`config.mk`:
```
export PLATFORM = sky130hd
export DESIGN_NAME = mult_div_unit
export DESIGN_NICKNAME = d
export VERILOG_FILES = /design/src/rtl/mult_div_unit.sv
export SDC_FILE = /design/constraint.sdc
export NUM_CORES = 1
export LEC_CHECK = 0
export ABC_CLOCK_PERIOD_IN_PS = 4300
export BUFFER_PORTS_ARGS = -buffer_cell sky130_fd_sc_hd__buf_4
export CAP_MARGIN = 5
export CORE_ASPECT_RATIO = 0.7
export CORE_MARGIN = 5
export CORE_UTILIZATION = 38
export DETAILED_ROUTE_END_ITERATION = 10
export GPL_ROUTABILITY_DRIVEN = 0
export GPL_TIMING_DRIVEN = 0
export PLACE_DENSITY_LB_ADDON = 0.08
export SYNTH_ARGS = -nofsm -noshare
export SYNTH_HDL_FRONTEND = slang
export SYNTH_SLANG_ARGS = --single-unit
```
`constraint.sdc`:
```
create_clock -name clk -period 4.3 [get_ports clk]
set_input_delay 0.86 -clock clk [delete_from_list [all_inputs] [get_ports clk]]
set_output_delay 0.86 -clock clk [all_outputs]
set_load 0.05 [all_outputs]
```
`src/rtl/mult_div_unit.sv`:
```
// mult_div_unit: iterative 32-bit multiply/divide unit with architectural HI/LO.
// Executes MULT/MULTU (radix-2 shift-add) and DIV/DIVU (restoring division),
// one bit per cycle, 33 cycles from launch to result.
// Ports:
//   clk, reset          clock, synchronous active-high reset
//   start, op[1:0]      launch request (sampled in IDLE) and opcode
//                       00 MULT, 01 MULTU, 10 DIV, 11 DIVU
//   opA, opB [31:0]     multiplicand/dividend, multiplier/divisor
//   hi_we, lo_we, wdata MTHI/MTLO direct writes (honoured only in IDLE)
//   busy, done          operation in flight, one-cycle result pulse
//   hi, lo [31:0]       HI/LO registers
module mult_div_unit (
  input  logic        clk,
  input  logic        reset,
  input  logic        start,
  input  logic [1:0]  op,
  input  logic [31:0] opA,
  input  logic [31:0] opB,
  input  logic        hi_we,
  input  logic        lo_we,
  input  logic [31:0] wdata,
  output logic        busy,
  output logic        done,
  output logic [31:0] hi,
  output logic [31:0] lo
);

  localparam int unsigned W  = 32;
  localparam int unsigned CW = 5;

  typedef enum logic [1:0] {IDLE, CALC, FINISH} state_t;

  state_t          state;
  logic [CW-1:0]   cnt;
  logic            is_div;
  logic            neg_q;    // negate product / quotient
  logic            neg_r;    // negate remainder (dividend was negative)
  logic [W-1:0]    opnd;     // |multiplicand| or |divisor|
  logic [2*W-1:0]  prod;     // product, or {unused, dividend->quotient shifter}
  logic [W-1:0]    rem;      // partial remainder

  // Magnitude for signed ops, raw value for unsigned ops
  function automatic logic [W-1:0] mag(input logic [W-1:0] x, input logic sgn);
    return (sgn && x[W-1]) ? W'(-x) : x;
  endfunction

  logic            is_signed;
  logic [W:0]      mul_sum;
  logic [W:0]      div_shift;
  logic            div_ge;
  logic [W-1:0]    rem_next;
  logic [2*W-1:0]  mul_res;
  logic [W-1:0]    q_res;
  logic [W-1:0]    r_res;

  // Per-iteration datapath and final sign correction
  always_comb begin
    is_signed = ~op[0];
    mul_sum   = {1'b0, prod[2*W-1:W]} + {1'b0, (prod[0] ? opnd : '0)};
    div_shift = {rem, prod[W-1]};
    div_ge    = (div_shift >= {1'b0, opnd});
    rem_next  = div_ge ? W'(div_shift - {1'b0, opnd}) : div_shift[W-1:0];
    mul_res   = neg_q ? (2*W)'(-prod) : prod;
    // Divide by zero: quotient forced to all ones; the remainder path already
    // reconstructs the dividend including its sign.
    if (opnd == '0) q_res = '1;
    else            q_res = neg_q ? W'(-prod[W-1:0]) : prod[W-1:0];
    r_res     = neg_r ? W'(-rem) : rem;
  end

  // Control FSM, datapath registers and HI/LO
  always_ff @(posedge clk) begin
    if (reset) begin
      state  <= IDLE;
      busy   <= 1'b0;
      done   <= 1'b0;
      hi     <= '0;
      lo     <= '0;
      cnt    <= '0;
      is_div <= 1'b0;
      neg_q  <= 1'b0;
      neg_r  <= 1'b0;
      opnd   <= '0;
      prod   <= '0;
      rem    <= '0;
    end else begin
      done <= 1'b0;
      case (state)
        IDLE: begin
          if (hi_we) hi <= wdata;
          if (lo_we) lo <= wdata;
          if (start) begin
            state  <= CALC;
            busy   <= 1'b1;
            cnt    <= '0;
            is_div <= op[1];
            neg_q  <= is_signed & (opA[W-1] ^ opB[W-1]);
            neg_r  <= is_signed & op[1] & opA[W-1];
            rem    <= '0;
            if (op[1]) begin
              opnd <= mag(opB, is_signed);
              prod <= {{W{1'b0}}, mag(opA, is_signed)};
            end else begin
              opnd <= mag(opA, is_signed);
              prod <= {{W{1'b0}}, mag(opB, is_signed)};
            end
          end
        end
        CALC: begin
          if (is_div) begin
            prod <= {prod[2*W-1:W], prod[W-2:0], div_ge};
            rem  <= rem_next;
          end else begin
            prod <= {mul_sum, prod[W-1:1]};
          end
          cnt <= CW'(cnt + 1'b1);
          if (cnt == '1) state <= FINISH;
        end
        FINISH: begin
          if (is_div) begin
            hi <= r_res;
            lo <= q_res;
          end else begin
            hi <= mul_res[2*W-1:W];
            lo <= mul_res[W-1:0];
          end
          done  <= 1'b1;
          busy  <= 1'b0;
          state <= IDLE;
        end
        default: state <= IDLE;
      endcase
    end
  end

endmodule
```
; Word-level counts from Yosys, hierarchy flattened
; Index checks and enable logic that the tools add are counted.
[op_classes]
muxes = 30
shift = 0
n_reduce_logical = 14
n_addsub = 8
bitwise_logic = 5
order_cmp = 1
n_div = 0
eq_ne = 9
mul = 0
[op_table]
columns = cell, n
row1 = two-way mux 32 bit, 15
row2 = two-way mux 64 bit, 3
row3 = one-hot mux 32 bit (2 select lines), 3
row4 = negation 32 bit, 4
row5 = one-hot mux 64 bit (2 select lines), 1
row6 = negation 64 bit, 1
row7 = adder 32 x 32 -> 33 bit, 1
row8 = greater-or-equal comparator 33 x 32 -> 1 bit, 1
row9 = logical NOT 32 bit, 1
row10 = subtractor 32 bit, 1
row11 = "inequality test 2 bit, second input constant", 6
row12 = AND reduction 2 bit, 6
row13 = one-hot mux 5 bit (2 select lines), 1
row14 = AND reduction 3 bit, 2
row15 = "adder 5 x 1 -> 5 bit, second input constant", 1
row16 = "== test 5 bit, second input constant", 1
row17 = two-way mux 5 bit, 1
row18 = two-way mux 2 bit, 2
row19 = one-hot mux 2 bit (2 select lines), 1
row20 = nonzero test 2 bit, 2
row21 = AND 1 bit, 3
row22 = "== test 2 x 1 -> 1 bit, second input constant", 1
row23 = "== test 2 bit, second input constant", 1
row24 = logical AND 1 bit, 2
row25 = other kinds (5), 6
[word_totals]
input_bits = 103
ramBits = 0
out_inout_bits = 66
rom_bits = 0
wordCells = 80
latch_bits = 0
memories = 0
reg_bits = 204

; Depth between registers and ports, before layout
; Gate-level depths: netlist of the first run.
[depth]
depth_word = 6
depth_mapped = 15
mapped_depth_nobuf = 14

; Least setup slack after synthesis of the first run
; No wires, ideal clock.
[synth_timing]
kind = reg-to-reg
startpoint = register prod[0]
endpoint = register prod[62]
period_less_slack_ns = 3.387
t_arrival_ns = 3.271
setup_time_ns = 0.117
n_path_buf = 2
slack_ns = 0.913
stages_incl_launch_ff = 16
path_cell_list = dfxtp_1 -> inv_1 -> clkbuf_1 -> nor2_1 -> ha_1 -> clkbuf_1 -> and4_1 -> and4_1 -> o31ai_1 -> nand4b_1 -> a21oi_1 -> o21ai_0 -> a2111oi_0 -> o31ai_1 -> xor2_1 -> a22o_1
[synth_between]
elab_chain_cells = 4
[synth_rtl]
columns = element, line_no
row1 = from (decl), 39  ; logic [2*W-1:0] prod;
row2 = from (signal assigned), 102  ; prod <= {{W{1'b0}}, mag(opA, is_signed)};
row3 = from (signal assigned), 105  ; prod <= {{W{1'b0}}, mag(opB, is_signed)};
row4 = from (signal assigned), 111  ; prod <= {prod[2*W-1:W], prod[W-2:0], div_ge};
row5 = two-way mux 32 bit, 59  ; mul_sum = {1'b0, prod[2*W-1:W]} + {1'b0, (prod[0] ? opnd : '0)};
row6 = adder 32 x 32 -> 33 bit, 59
row7 = two-way mux 64 bit, 110  ; if (is_div) begin
row8 = one-hot mux 64 bit (2 select lines), 88  ; case (state)
; Every way passes these cells. The select of a mux whose other input is x is not followed.
; A chain may end at the register's enable or synchronous reset.

; Final worst setup path of the first run
; Ends and elaborated chain as after synthesis.

==> results of run 1 <==
[per-stage QoR]
step	TNS, ns	hold WS, ns
after floorplan	0	0.432
after global routing	0	0.483
after detailed placement	-2.59	0.448
after CTS	0	0.457
final	0	0.459
after global placement	-2.92	0.445
[area by class of cell]
class	count	area, µm²	area share
inverters	61	229	0.0123
multi-input cells	1676	10900	0.586
plain buffers	146	572	0.0307
clock buffers	34	739	0.0397
flip-flops and latches	204	4090	0.219
clock inverters	11	133	0.00713
well taps	544	681	0.0366
repair buffers	168	1260	0.0678
[worst max path at each step]
| stage | to | slack [ns] | cells past startpoint |
|---|---|---|---|
| 5_1_grt | hi[8]$_SDFFE_PP0P_ | 0.003 | 13 |
| 4_1_cts | prod[62]$_SDFFE_PP0P_ | 0.03 | 15 |
| 2_1_floorplan | prod[62]$_SDFFE_PP0P_ | 0.91 | 15 |
| 3_5_place_dp | prod[63]$_SDFFE_PP0P_ | -0.52 | 13 |
| 6_report | prod[62]$_SDFFE_PP0P_ | 0.16 | 15 |
| 3_3_place_gp | prod[63]$_SDFFE_PP0P_ | -0.53 | 13 |
[critical path, stage by stage (launching register included)]
cell                        delay [ns]
sky130_fd_sc_hd__dfxtp_2          0.48
sky130_fd_sc_hd__inv_1            0.17
sky130_fd_sc_hd__clkbuf_2         0.26
sky130_fd_sc_hd__nor2_1           0.26
sky130_fd_sc_hd__ha_1             0.28
sky130_fd_sc_hd__clkbuf_1         0.18
sky130_fd_sc_hd__and4_1           0.25
sky130_fd_sc_hd__and4_1           0.26
sky130_fd_sc_hd__o31ai_1          0.14
sky130_fd_sc_hd__nand4b_1         0.31
sky130_fd_sc_hd__a21oi_1          0.34
sky130_fd_sc_hd__o21ai_1          0.20
sky130_fd_sc_hd__a2111oi_4        0.39
sky130_fd_sc_hd__o31ai_1          0.15
sky130_fd_sc_hd__xor2_1           0.16
sky130_fd_sc_hd__a22o_1           0.20
[synth_stat cells, drive strengths merged, types with 8 or more instances]
cell type	number
a2111oi	8
a211oi	63
a21o	37
a21oi	185
a221oi	11
a22o	12
a22oi	14
a311oi	12
a32oi	10
and3	21
buf	26
clkbuf	120
dfxtp	204
ha	70
inv	60
mux2i	51
nand2	210
nand2b	28
nand3	30
nand4	12
nor2	203
nor2b	9
nor3	60
nor4	25
o211ai	38
o21a	11
o21ai	142
o21bai	9
o221ai	27
o22ai	8
o31ai	39
o41ai	26
or3	18
or4	16
xnor2	118
xor2	77
[flip-flops by register name (all words and copies together), names as in the netlist]
register / cells
neg_q: 1
hi: 32
lo: 32
rem: 32
done: 1
cnt: 5
busy: 1
opnd: 32
is_div: 1
neg_r: 1
state: 2
prod: 64
[cells by family (layout without fill, tap and decap cells)]
family	count (synthesis)	count (layout)	synth area share
buf+inv	207	420	0.0508
mux	56	56	0.0360
compound gates	688	688	0.288
fa+ha+maj	72	72	0.0582
xor+xnor	195	195	0.108
flops	204	204	0.259
simple gates	665	665	0.199
[power breakdown]
part           internal (mW)  switching, mW  leakage [nW]
clock                   1.33          0.933         0.429
sequential              2.00          0.124          1.67
combinational          0.533           1.08          5.49
total                   3.86           2.14          7.59
[per-layer routing]
| layer | track usage | up-vias |
|---|---|---|
| met5 | 0 | - |
| met4 | 0.0712 | 4 |
| met3 | 0.0782 | 115 |
| met2 | 0.400 | 1015 |
| met1 | 0.478 | 8444 |
| li1 | - | 8056 |
[timing repair]
item | 4_1_cts | 5_1_grt
gates resized for setup | 5 | 8
hold buffers | 0 | 0
pin swaps | 0 | 1
endpoints found under the setup margin | 8 | 32
==> load_flow_metrics.sql, run 1 <==
INSERT INTO impl_metrics (metric_group, metric, value, unit) VALUES
('power_and_ir_drop', 'power.density', '323', 'mW/mm²'),
('drt', 'wire_length_on_met2', '27600', 'µm'),
('sta', 'clock-skew-final', '0.0312', 'ns'),
('drt', 'via_count', '17634', ''),
('drt', 'antenna_violating_nets_post_route', '0', ''),
('drt', 'dr.max_layer_used', 'met5', ''),
('final_layout', 'antenna_cells', '0', ''),
('logic_synthesis', 'postSynthCellCount', '2087', ''),
('placed_design', 'hpwlAfterDp', '58000', 'µm'),
('drt', 'total_wire_length_after_detailed_routing', '72700', 'µm'),
('worst_hold_path', 'hold_path.startpoint', 'opnd[15]$_SDFFE_PP0P_', ''),
('worst_setup_path', 'cp-startpoint', 'prod[0]$_SDFFE_PP0P_', ''),
('floorplanning', 'start_util', '0.385', ''),
('final_layout', 'layout-drive-gt1-share', '0.110', ''),
('worst_setup_path', 'timing.critical_path.from_type', 'flop', ''),
('logic_synthesis', 'async_flop_share', '0', ''),
('floorplanning', 'top_level_port_count', '169', ''),
('global_routing', 'grt_max_degree', '14', ''),
('sta', 'period_minus_slack', '4.14', 'ns'),
('drt', 'remaining_design_rule_violation_count', '0', ''),
('logic_synthesis', 'syn_avg_cell_area', '7.55', 'µm²'),
('worst_setup_path', 'r2r_end', 'prod[62]$_SDFFE_PP0P_', ''),
('outcome', 'status', 'complete, no violations', ''),
('worst_setup_path', 'critPathKind', 'flop to flop', ''),
('worst_setup_path', 'cp_data_required_time', '4.76', 'ns'),
('final_layout', 'fill_cells', '4176', ''),
('sta', 'timing_worst_slew_pin_value', '1.29', 'ns'),
('cts', 'total_number_of_h_tree_levels', '1', ''),
('placed_design', 'dpl-instance-area', '0.0177', 'mm²'),
('power_and_ir_drop', 'worst_ir_drop_vdd', '0.263', 'mV'),
('drt', 'drt_pre_antenna_iters', '8', ''),
('final_layout', 'most_frequent_standard_cell_in_the_layout_excluding_fill_and_tap_cells', 'sky130_fd_sc_hd__nand2_1', ''),
('sta', 'final_hold_viol_count', '0', ''),
('global_routing', 'grt_antenna_before_repair', '2', ''),
('logic_synthesis', 'postSynthNetCount', '2262', ''),
('sta', 'timing.final.max_slew_violations', '0', ''),
('drt', 'detail_route.wl_per_cell', '25.6', 'µm'),
('cts', 'cts.root.buffer_cell', 'sky130_fd_sc_hd__clkbuf_16', ''),
('sta', 'rsz0062_at_grt', 'no', ''),
('final_layout', 'finalInstanceArea', '0.0186', 'mm²'),
('run', 'cap_viol_max_count', '0', ''),
('final_layout', 'most-common-layout-cells', 'sky130_fd_sc_hd__nand2_1 (210), sky130_fd_sc_hd__nor2_1 (203), sky130_fd_sc_hd__dfxtp_1 (203)', ''),
('worst_setup_path', 'r2r_cells', '15', ''),
('global_routing', 'globalRouteOverflowTotal', '0', ''),
('worst_setup_path', 'crit_path_end_kind', 'flop', ''),
('cts', 'numCtsBuffers', '25', ''),
('final_layout', 'final_net_count', '2457', ''),
('cts', 'cts-root-to-sink-buffers', '3', ''),
('sta', 'timing.final.crit_share', '0.963', ''),
('sta', 'setup_violations', '0', ''),
('floorplanning', 'rows', '62', ''),
('cts', 'cts_setup_buffers', '0', ''),
('final_layout', 'finalCoreUtilization', '0.454', ''),
('cts', 'insertion_delay', '0.57', 'ns'),
('logic_synthesis', 'synthesis.area', '0.0157', 'mm²'),
('logic_synthesis', 'yosys_register_bits', '204', ''),
('drt', 'routed_via_density', '6.20', ''),
('worst_hold_path', 'min_delay_path_depth', '2', ''),
('drt', 'met1Wirelength', '34200', 'µm'),
('worst_setup_path', 'setup_slack_on_the_worst_flop_to_flop_path', '0.16', 'ns'),
('final_layout', 'area_growth_syn_to_layout', '18.2', '%'),
('worst_hold_path', 'worstHoldEndpoint', 'opnd[15]$_SDFFE_PP0P_', ''),
('floorplanning', 'dieArea', '0.0457', 'mm²'),
('placed_design', 'numPlacedInstances', '2798', ''),
('floorplanning', 'core-area', '0.0410', 'mm²'),
('global_routing', 'global_route_wire_length_before_repair', '106000', 'µm'),
('logic_synthesis', 'post_synth_edffs', '0', ''),
('logic_synthesis', 'synth_area_leaders', 'sky130_fd_sc_hd__dfxtp_1 (26%), sky130_fd_sc_hd__xnor2_1 (6.6%), sky130_fd_sc_hd__a21oi_1 (5.9%)', ''),
('global_routing', 'number_of_global_route_vias_before_repair', '16241', ''),
('logic_synthesis', 'yosys_most_used_dff', 'sky130_fd_sc_hd__dfxtp_1', ''),
('sta', 'slew_headroom', '0.137', '');
Power figures use the tool's default switching activity.
==> inputs of run 2 (changes only) <==
--- a/config.mk
+++ b/config.mk
@@ -5,7 +5,7 @@
 export SDC_FILE = /design/constraint.sdc
 export NUM_CORES = 1
 export LEC_CHECK = 0
-export ABC_CLOCK_PERIOD_IN_PS = 4300
+export ABC_CLOCK_PERIOD_IN_PS = 3700
 export BUFFER_PORTS_ARGS = -buffer_cell sky130_fd_sc_hd__buf_4
 export CAP_MARGIN = 5
 export CORE_ASPECT_RATIO = 0.7
==> constraint.sdc (replaced) <==
create_clock -name clk -period 3.7 [get_ports clk]
set_input_delay 0.74 -clock clk [delete_from_list [all_inputs] [get_ports clk]]
set_output_delay 0.74 -clock clk [all_outputs]
set_load 0.05 [all_outputs]
==> load_flow_metrics.sql, run 2 (synthesis results as in run 1) <==
INSERT INTO impl_metrics (metric_group, metric, value, unit) VALUES
('placed_design', 'io_buffers', '167', ''),
('floorplanning', 'core-area', '0.0410', 'mm²'),
('sta', 'timing_worst_slew_pin_value', '1.31', 'ns'),
('power_and_ir_drop', 'share_comb_of_total_power', '0.272', ''),
('sta', 'holdWs', '0.460', 'ns'),
('sta', 'clock.fmax', '270', 'MHz'),
('worst_setup_path', 'setup_slack_on_the_worst_flop_to_flop_path', '-0.007', 'ns'),
('final_layout', 'final_net_count', '2465', ''),
('global_routing', 'grt_use_met1', '0.478', ''),
('drt', 'antenna_violating_nets_post_route', '0', ''),
('global_routing', 'grt_antenna_before_repair', '2', ''),
('global_routing', 'grt_use_total', '0.303', ''),
('sta', 'timing.final.max_slew_violations', '0', ''),
('floorplanning', 'start_util', '0.385', ''),
('outcome', 'failed_checks', 'negative setup slack', ''),
('worst_hold_path', 'hold_path.startpoint', 'lo[9]$_SDFFE_PP0P_', ''),
('floorplanning', 'chipHeight', '180', 'µm'),
('sta', 'layout_setup_ws', '-0.00655', 'ns'),
('drt', 'first_drt_iteration_drcs', '2549', ''),
('global_routing', 'grt_max_degree', '14', ''),
('final_layout', 'largest-register', 'prod', ''),
('global_routing', 'globalRouteOverflowTotal', '0', ''),
('drt', 'via_count', '17777', ''),
('global_routing', 'grt.busiest_layer', 'met1', ''),
('final_layout', 'finalInstanceArea', '0.0188', 'mm²'),
('worst_setup_path', 'critPathSlowestCell', 'sky130_fd_sc_hd__dfxtp_4', ''),
('floorplanning', 'top_level_port_count', '169', ''),
('worst_setup_path', 'critical_path.max_stage_delay', '0.38', 'ns'),
('drt', 'detail_route.wl_per_cell', '25.6', 'µm'),
('worst_setup_path', 'critPathKind', 'flop to flop', ''),
('cts', 'cts_hold_repair.buffers', '0', ''),
('outcome', 'status', 'finished, violations left', ''),
('floorplanning', 'fp.dieW', '253', 'µm'),
('drt', 'remaining_design_rule_violation_count', '0', ''),
('sta', 'timing.final.crit_share', '1.00', ''),
('run', 'cap_viol_max_count', '0', ''),
('placed_design', 'dpl-instance-area', '0.0177', 'mm²'),
('cts', 'path_clk_slew', '0.06', 'ns'),
('power_and_ir_drop', 'total_leakage_power', '7.67', 'nW'),
('worst_hold_path', 'worstHoldPathType', 'flop to flop', ''),
('worst_setup_path', 'cpMostUsedCell', 'sky130_fd_sc_hd__buf_4', ''),
('floorplanning', 'dieArea', '0.0457', 'mm²'),
('drt', 'routed_via_density', '6.23', ''),
('final_layout', 'antenna_cells', '0', ''),
('power_and_ir_drop', 'power.density', '371', 'mW/mm²'),
('final_layout', 'most_frequent_standard_cell_in_the_layout_excluding_fill_and_tap_cells', 'sky130_fd_sc_hd__nand2_1', ''),
('power_and_ir_drop', 'clkPwrFrac', '0.376', ''),
('final_layout', 'sequential_cell_area', '0.00409', 'mm²'),
('worst_setup_path', 'timing.critical_path.from_type', 'flop', ''),
('power_and_ir_drop', 'worst_ir_drop_vdd', '0.307', 'mV'),
('final_layout', 'most-common-layout-cells', 'sky130_fd_sc_hd__nand2_1 (210), sky130_fd_sc_hd__dfxtp_1 (202), sky130_fd_sc_hd__nor2_1 (200)', ''),
('sta', 'rsz0062_at_grt', 'yes', ''),
('worst_setup_path', 'crit_path_cell_trace', 'clkinvlp_4 -> buf_4 -> nor2_2 -> ha_2 -> and4_1 -> and4_2 -> nand4_1 -> nand4b_1 -> a21oi_2 -> o21ai_2 -> a2111oi_4 -> buf_4 -> o31ai_1 -> xor2_1 -> a22o_1', ''),
('worst_setup_path', 'r2r_end', 'prod[62]$_SDFFE_PP0P_', ''),
('sta', 'final_hold_viol_count', '0', ''),
('cts', 'cts_tree', 'yes', ''),
('global_routing', 'number_of_global_route_vias_before_repair', '16260', ''),
('placed_design', 'dp_worst_setup_slack', '-1.12', 'ns'),
('drt', 'drt_pre_antenna_iters', '6', ''),
('final_layout', 'fill_cells', '4168', ''),
('worst_setup_path', 'crit_path_end_kind', 'flop', ''),
('worst_setup_path', 'cp_data_required_time', '4.16', 'ns'),
('sta', 'period_minus_slack', '3.71', 'ns'),
('cts', 'cts-root-to-sink-buffers', '3', ''),
('sta', 'clock-skew-final', '0.0317', 'ns'),
('worst_hold_path', 'worstHoldEndpoint', 'lo[9]$_SDFFE_PP0P_', ''),
('cts', 'cts.root.buffer_cell', 'sky130_fd_sc_hd__clkbuf_16', ''),
('worst_setup_path', 'reg_to_reg_critical_path_startpoint', 'prod[0]$_SDFFE_PP0P_', ''),
('sta', 'slew_headroom', '0.124', ''),
('floorplanning', 'rows', '62', ''),
('power_and_ir_drop', 'seqPwrFrac', '0.352', ''),
('sta', 'setup_violations', '2', ''),
('placed_design', 'hpwlAfterDp', '58000', 'µm'),
('drt', 'total_wire_length_after_detailed_routing', '72900', 'µm'),
('final_layout', 'multiInputGateArea', '0.0111', 'mm²'),
('worst_hold_path', 'min_delay_path_depth', '2', ''),
('global_routing', 'grt.met3_usage', '0.0796', ''),
('power_and_ir_drop', 'netSwitchingFraction', '0.357', ''),
('cts', 'insertion_delay', '0.57', 'ns'),
('final_layout', 'largest_register_ffs', '64', ''),
('power_and_ir_drop', 'internal_power', '4.50', 'mW'),
('global_routing', 'grt.met2_usage', '0.401', ''),
('power_and_ir_drop', 'power_switching', '2.50', 'mW'),
('worst_setup_path', 'r2r_cells', '15', ''),
('cts', 'total_number_of_h_tree_levels', '1', ''),
('worst_setup_path', 'worstPathMaxFanout', '10', ''),
('cts', 'cts.sinks', '204', ''),
('final_layout', 'area_growth_syn_to_layout', '19.7', '%'),
('worst_setup_path', 'timing.critical_path.arrival', '4.17', 'ns'),
('global_routing', 'global_route_wire_length_before_repair', '107000', 'µm'),
('final_layout', 'layout-drive-gt1-share', '0.126', ''),
('cts', 'numCtsBuffers', '25', '');
## run 2: changes by cell type in the layout (fill, tap and decap cells not counted), sizes merged
cell / delta
buf: +11
inv: -1
clkbuf: -3
clkinvlp: +1
## run 2: final cells by class
type,instances,area share
multi-input cells,1676,0.587
flip-flops and latches,204,0.217
repair buffers,179,0.0713
clock buffers,34,0.0392
well taps,544,0.0361
plain buffers,143,0.0301
inverters,61,0.0123
clock inverters,11,0.00704
## run 2: per-stage QoR
stage	power, mW	std cells	TNS, ns	util
after global placement	4.32	2798	-21.88	0.432
after detailed placement	4.32	2798	-22.88	0.432
after global routing	7.24	2852	-0.0889	0.460
final	7.00	2852	-0.0131	0.460
after CTS	6.95	2843	0	0.455
after floorplan	3.62	2087	0	-
## run 2: per-layer routing
layer  share of wire  vias to the layer above  routed length, µm
li1                -                     8071                  -
met1            0.47                     8502              34000
met2            0.38                     1098              27700
met3            0.12                      102               9110
met4           0.027                        4               2010
met5         0.00029                        -                 21
## run 2: how the worst max path moves through the flow
| stage | from | to | slack [ns] | cells past startpoint |
|---|---|---|---|---|
| after floorplan | prod[0]$_SDFFE_PP0P_ | prod[62]$_SDFFE_PP0P_ | 0.31 | 15 |
| after global placement | prod[0]$_SDFFE_PP0P_ | prod[63]$_SDFFE_PP0P_ | -1.13 | 13 |
| after detailed placement | prod[0]$_SDFFE_PP0P_ | prod[63]$_SDFFE_PP0P_ | -1.12 | 13 |
| after CTS | prod[0]$_SDFFE_PP0P_ | hi[26]$_SDFFE_PP0P_ | 0.02 | 12 |
| after global routing | prod[0]$_SDFFE_PP0P_ | prod[60]$_SDFFE_PP0P_ | -0.05 | 15 |
| final | prod[0]$_SDFFE_PP0P_ | prod[62]$_SDFFE_PP0P_ | -0.007 | 15 |
## run 2: repair_timing
item / in CTS / in global routing
pin swaps: 4 / 8
resized for setup: 19 / 34
buffers inserted: 2 / 9
endpoints found under the setup margin: 54 / 46
## run 2: power groups by stage
stage	registers (mW)	clock network [mW]	logic, mW
5_1_grt	2.47	2.75	2.02
2_1_floorplan	2.63	0	0.992
6_report	2.46	2.63	1.90
3_5_place_dp	2.50	0	1.82
4_1_cts	2.46	2.65	1.84
3_3_place_gp	2.50	0	1.81
## run 2: critical path, delay by kind of cell (launching register included)
| family | cells | cell delay (ns) |
|---|---|---|
| XOR/XNOR | 1 | 0.15 |
| adder cells (fa/ha/maj) | 1 | 0.34 |
| AO/OA/AOI/OAI | 5 | 1.02 |
| flip-flops | 1 | 0.38 |
| AND/OR/NAND/NOR | 5 | 1.13 |
| buffers and inverters | 3 | 0.56 |
